## src/rtl/seg7_scan_decoder.sv

```systemverilog
// seg7_scan_decoder: decodes a multiplexed, active-low 7-segment bus back
// into a hex word. Each digit is filtered for stability. One word is
// assembled per scan frame. Illegal glyphs and illegal digit selects are
// flagged.
//
// Ports:
//   clk, rst    rising-edge clock, synchronous active-high reset
//   seg_n       segment pattern, active-low, bit0=a .. bit6=g
//   dig_sel     one-hot digit select, bit i = digit i (digit 0 = LS nibble)
//   seg_strobe  qualifies seg_n/dig_sel
//   value       last emitted word, nibble i = digit i
//   blank_mask  digits committed as blank in the emitted word
//   out_valid   one-cycle pulse when value/blank_mask update
//   changed     with out_valid: emitted word differs from the previous one
//   err_glyph   one-cycle pulse: strobed pattern not a known glyph
//   err_sel     one-cycle pulse: strobed dig_sel not one-hot
module seg7_scan_decoder #(
  parameter int unsigned NUM_DIGITS   = 2,
  parameter int unsigned STABLE_COUNT = 3
) (
  input  logic                    clk,
  input  logic                    rst,
  input  logic [6:0]              seg_n,
  input  logic [NUM_DIGITS-1:0]   dig_sel,
  input  logic                    seg_strobe,
  output logic [4*NUM_DIGITS-1:0] value,
  output logic [NUM_DIGITS-1:0]   blank_mask,
  output logic                    out_valid,
  output logic                    changed,
  output logic                    err_glyph,
  output logic                    err_sel
);

  localparam int unsigned CNT_W = 4;
  localparam int unsigned VAL_W = 4 * NUM_DIGITS;
  localparam logic [CNT_W-1:0]      STABLE   = CNT_W'(STABLE_COUNT);
  localparam logic [NUM_DIGITS-1:0] ALL_SEEN = '1;

  typedef enum logic [1:0] {SYNC, COLLECT, EMIT} state_t;

  state_t                state_q, state_d;
  logic [NUM_DIGITS-1:0] seen_q, seen_d;
  logic                  emit_c;

  // Per-digit stability state; last_q holds {blank, nibble}
  logic [4:0]       last_q    [NUM_DIGITS];
  logic [CNT_W-1:0] cnt_q     [NUM_DIGITS];
  logic [3:0]       com_nib_q [NUM_DIGITS];
  logic [NUM_DIGITS-1:0] com_blank_q, committed_q;
  logic                  emitted_q;

  logic             dec_legal, dec_blank;
  logic [3:0]       dec_nib;
  logic [4:0]       glyph, cur_last;
  logic [CNT_W-1:0] cur_cnt, new_cnt;
  logic             sel_onehot, samp_ok, samp_legal, do_commit;
  logic [VAL_W-1:0] word;

  // Glyph table lookup
  always_comb begin
    dec_legal = 1'b1;
    dec_blank = 1'b0;
    dec_nib   = 4'h0;
    case (seg_n)
      7'h40: dec_nib = 4'h0;
      7'h79: dec_nib = 4'h1;
      7'h24: dec_nib = 4'h2;
      7'h30: dec_nib = 4'h3;
      7'h19: dec_nib = 4'h4;
      7'h12: dec_nib = 4'h5;
      7'h02: dec_nib = 4'h6;
      7'h78: dec_nib = 4'h7;
      7'h00: dec_nib = 4'h8;
      7'h10: dec_nib = 4'h9;
      7'h08: dec_nib = 4'hA;
      7'h03: dec_nib = 4'hB;
      7'h46: dec_nib = 4'hC;
      7'h21: dec_nib = 4'hD;
      7'h06: dec_nib = 4'hE;
      7'h0E: dec_nib = 4'hF;
      7'h7F: dec_blank = 1'b1;
      default: dec_legal = 1'b0;
    endcase
  end

  assign sel_onehot = $onehot(dig_sel);
  assign samp_ok    = seg_strobe && sel_onehot;
  assign samp_legal = samp_ok && dec_legal;
  assign glyph      = {dec_blank, dec_nib};

  // Next stability count for the selected digit (one-hot, so a plain mux)
  always_comb begin
    cur_last = '0;
    cur_cnt  = '0;
    for (int i = 0; i < NUM_DIGITS; i++) begin
      if (dig_sel[i]) begin
        cur_last = last_q[i];
        cur_cnt  = cnt_q[i];
      end
    end
    if (!dec_legal)
      new_cnt = '0;
    else if (glyph == cur_last)
      new_cnt = (cur_cnt < STABLE) ? cur_cnt + CNT_W'(1) : cur_cnt;
    else
      new_cnt = CNT_W'(1);
    do_commit = dec_legal && (new_cnt == STABLE);
  end

  // Per-digit stability and commit registers
  always_ff @(posedge clk) begin
    if (rst) begin
      for (int i = 0; i < NUM_DIGITS; i++) begin
        last_q[i]    <= '0;
        cnt_q[i]     <= '0;
        com_nib_q[i] <= '0;
      end
      com_blank_q <= '0;
      committed_q <= '0;
    end else if (samp_ok) begin
      for (int i = 0; i < NUM_DIGITS; i++) begin
        if (dig_sel[i]) begin
          cnt_q[i] <= new_cnt;
          if (dec_legal) last_q[i] <= glyph;
          if (do_commit) begin
            com_nib_q[i]   <= dec_nib;
            com_blank_q[i] <= dec_blank;
            committed_q[i] <= 1'b1;
          end
        end
      end
    end
  end

  // Frame FSM state register
  always_ff @(posedge clk) begin
    if (rst) begin
      state_q <= SYNC;
      seen_q  <= '0;
    end else begin
      state_q <= state_d;
      seen_q  <= seen_d;
    end
  end

  // Frame FSM next state; a frame opens only on a legal digit-0 strobe
  always_comb begin
    state_d = state_q;
    seen_d  = seen_q;
    emit_c  = 1'b0;
    case (state_q)
      SYNC: begin
        if (samp_legal && dig_sel[0]) begin
          seen_d  = NUM_DIGITS'(1);
          state_d = (NUM_DIGITS == 1) ? EMIT : COLLECT;
        end
      end
      COLLECT: begin
        if (samp_ok) begin
          seen_d = seen_q | dig_sel;
          if ((seen_q | dig_sel) == ALL_SEEN) state_d = EMIT;
        end
      end
      EMIT: begin
        emit_c  = 1'b1;
        seen_d  = '0;
        state_d = SYNC;
      end
      default: begin
        seen_d  = '0;
        state_d = SYNC;
      end
    endcase
  end

  // Committed nibbles packed into the output word
  always_comb begin
    word = '0;
    for (int i = 0; i < NUM_DIGITS; i++) word[4*i +: 4] = com_nib_q[i];
  end

  // Registered outputs
  always_ff @(posedge clk) begin
    if (rst) begin
      value      <= '0;
      blank_mask <= '0;
      out_valid  <= 1'b0;
      changed    <= 1'b0;
      err_glyph  <= 1'b0;
      err_sel    <= 1'b0;
      emitted_q  <= 1'b0;
    end else begin
      out_valid <= 1'b0;
      changed   <= 1'b0;
      err_glyph <= samp_ok && !dec_legal;
      err_sel   <= seg_strobe && !sel_onehot;
      if (emit_c && (&committed_q)) begin
        value      <= word;
        blank_mask <= com_blank_q;
        out_valid  <= 1'b1;
        changed    <= !emitted_q || ({word, com_blank_q} != {value, blank_mask});
        emitted_q  <= 1'b1;
      end
    end
  end

endmodule

```

## config.mk

```make
export PLATFORM = sky130hd
export DESIGN_NAME = seg7_scan_decoder
export DESIGN_NICKNAME = d
export VERILOG_FILES = /design/src/rtl/seg7_scan_decoder.sv
export SDC_FILE = /design/constraint.sdc
export NUM_CORES = 1
export LEC_CHECK = 0
export BUFFER_PORTS_ARGS = -buffer_cell sky130_fd_sc_hd__clkbuf_2
export CORE_ASPECT_RATIO = 1.2
export CORE_MARGIN = 5
export CORE_UTILIZATION = 40
export CTS_BUF_LIST = sky130_fd_sc_hd__clkbuf_2
export DETAILED_ROUTE_END_ITERATION = 8
export HOLD_SLACK_MARGIN = 0.05
export RECOVER_POWER = 25
export SYNTH_ARGS = -nofsm -noshare
export SYNTH_HDL_FRONTEND = slang
export SYNTH_SLANG_ARGS = --single-unit
```

## constraint.sdc

```tcl
create_clock -name clk -period 3.05 [get_ports clk]
set_input_delay 0.1525 -clock clk [delete_from_list [all_inputs] [get_ports clk]]
set_output_delay 0.1525 -clock clk [all_outputs]
set_load 0.02 [all_outputs]
```

==> impl_metrics.env <==
export IMPL_post_cts_setup_buffer_count=0
export IMPL_p_switching_uw=324
export IMPL_cp_start_kind="register"
export IMPL_final_antenna_net_count=0
export IMPL_required_ps=3220
export IMPL_cts_resized=0
export IMPL_clock_sinks=49
export IMPL_pwr_share_seq_pct=62.3
export IMPL_numCtsBuffers=5
export IMPL_clk_pin_slew_ps=280
export IMPL_syn_avg_cell_area_um2=10.1
export IMPL_final_common_cell="nand2_1"
export IMPL_hpwl_mm=4.05
export IMPL_numPortBuffers=25
export IMPL_final_cell_mix="nand2_1, edfxtp_1, dfxtp_1"
export IMPL_crit_fanout=5
export IMPL_avgRoutedWirePerCell_um=14.6
export IMPL_setup_viol=0
export IMPL_grt_max_degree=29
export IMPL_crit_arrival_ps=2760
export IMPL_root_buffer="clkbuf_2"
export IMPL_regArea_um2=1240
export IMPL_synthCells=259
export IMPL_vdd_drop_max_uv=142
export IMPL_die_width_um=83.7
export IMPL_ys_types=57
export IMPL_layout_drive_gt1_share_pct=13.5
export IMPL_cts_hold_buf=1
export IMPL_hp_class="in -> reg"
export IMPL_synth_seq_cells=49
export IMPL_fillCellCount=647
export IMPL_yosys_warnings=0
export IMPL_drtIter0Drc=97
export IMPL_clk_latency_ps=440
export IMPL_swShare_pct=27.9
export IMPL_grt_pass1_wl_mm=8.92
export IMPL_finalHoldWorstSlack_ps=134
export IMPL_synth_edf_count=26
export IMPL_max_slew_margin_pct=59.2
export IMPL_clock_power_share_pct=25.0
export IMPL_syn_area_um2=2610
export IMPL_antenna_found_initial=1
export IMPL_ys_flop_type="edfxtp_1"
export IMPL_finalCritPeriodShare_pct=84.8
export IMPL_coreArea_um2=6410
export IMPL_rows=32
export IMPL_vias_per_cell=5.42
export IMPL_vias=1990
export IMPL_finalNetCount=293
export IMPL_multiInputGateArea_um2=1250
export IMPL_gp_congestion=0.922
export IMPL_die_area_um2=8240
export IMPL_outcome="finished clean"
export IMPL_fin_crit_ps=2590
export IMPL_intPower_uw=836
export IMPL_seq_area_frac_synth_pct=47.6
export IMPL_clock_path_buffers=2
export IMPL_worst_pin_slew_ps=612
export IMPL_grt_overflow=0
export IMPL_ios=26
export IMPL_tns_ps=0
export IMPL_maxCapViolCount=0
export IMPL_fp_dieH_um=98.4
export IMPL_async_flop_share_pct=0
export IMPL_synth_nets=272
export IMPL_hold_viol_final=0
export IMPL_h_tree_depth=2
export IMPL_combPwrFrac_pct=12.7
export IMPL_max_freq_mhz=386
export IMPL_first_pass_iters=4
export IMPL_rsz0062_at_grt="no"
export IMPL_slew_violations=0
export IMPL_setup_worst_path_end_class="register"
export IMPL_syn2layout_area_growth_pct=8.26
export IMPL_first_global_vias=1883
export IMPL_wl_mm=5.38
export IMPL_start_util_pct=40.7
export IMPL_grtUsageTotal_pct=13.5
export IMPL_fin_skew_ps=35.7
export IMPL_power_density_nw_per_um2=411
export IMPL_drcViolationCount=0
export IMPL_tritoncts="done"
export IMPL_path_class="reg -> reg"
export IMPL_p_leak_uw=0.000948
-- routing by layer --
layer  GRT usage, %  wire (µm)
met1           15.7       2230
met2           23.8       2820
met3           2.42        207
met4           6.44        124
met5              0          0
-- Yosys cell counts, types with 4 or more instances --
| library cell | number | area share (%) |
|---|---|---|
| nand2_1 | 35 | 5.0 |
| xor2_1 | 6 | 2.0 |
| nor4_1 | 4 | 0.96 |
| edfxtp_1 | 26 | 30 |
| dfxtp_1 | 23 | 18 |
| a21oi_1 | 20 | 3.8 |
| buf_2 | 5 | 0.96 |
| clkbuf_1 | 6 | 0.86 |
| and4b_1 | 4 | 1.5 |
| nor3_1 | 4 | 0.77 |
| nor2_1 | 17 | 2.4 |
| nand2b_1 | 7 | 1.7 |
| inv_1 | 6 | 0.86 |
| o21ai_0 | 6 | 1.2 |
| nand4_1 | 5 | 1.2 |
| xnor2_1 | 12 | 4.0 |
| nor3b_1 | 4 | 1.2 |
| nor2b_1 | 8 | 1.9 |
| a22oi_1 | 7 | 2.0 |
-- critical path, cell delays in order (launching register included) --
cell      delay [ps]
edfxtp_1         430
a22oi_1          270
inv_1            110
ha_1             310
a21oi_1           50
a21oi_1          160
a32oi_1          150
or3_1            460
nand4b_1         230
nand2b_1         190
-- state kept, by name, summed over array words and instances (netlist names), 8 cells and up --
signal     flops
cnt_q          8
com_nib_q      8
last_q        10
value          8
-- final timing paths --
kind                                      from         endpoint  slack (ps)  cells past startpoint
worst max-delay path               cnt_q[0][4]  com_nib_q[0][2]         460                      9
worst min-delay path                       rst        emitted_q         130                      3
worst min register to register  committed_q[1]   committed_q[1]         480                      2
worst max register to register     cnt_q[0][4]  com_nib_q[0][2]         460                      9
-- power by group through the flow --
stage	combinational (µW)	sequential (µW)	clock, µW
after floorplan	112	735	0
after global placement	147	735	0
after detailed placement	149	736	0
after CTS	150	722	304
after global routing	163	725	333
final	147	722	290
-- per-stage QoR --
stage	total power [µW]	instance area, µm²	util (%)	cells	worst slack, ps
after floorplan	847	2610	-	259	593
after global placement	882	2780	43.3	357	442
after detailed placement	884	2780	43.3	357	355
after CTS	1180	2840	44.3	366	454
after global routing	1220	2820	44.0	367	319
final	1160	2820	44.0	367	462
-- layout make-up --
class,count,share of cell area [%]
Clock buffer,5,0.887
Clock inverter,3,1.02
Inverter,6,0.798
Antenna cell,1,0.0887
Multi-Input combinational cell,189,44.5
Tap cell,85,3.77
Timing Repair Buffer,29,4.97
Sequential cell,49,44.0
-- cells by family after synthesis --
| logic type | after synthesis | share of synthesized area, % |
|---|---|---|
| AND/OR/NAND/NOR | 115 | 26.6 |
| AO/OA/AOI/OAI | 52 | 13.9 |
| flip-flops | 49 | 47.6 |
| buffers and inverters | 21 | 4.13 |
| XOR/XNOR | 18 | 6.05 |
| multiplexers | 3 | 1.25 |
| adder cells (fa/ha/maj) | 1 | 0.480 |
Note: power is estimated with default switching activity, not from simulation.
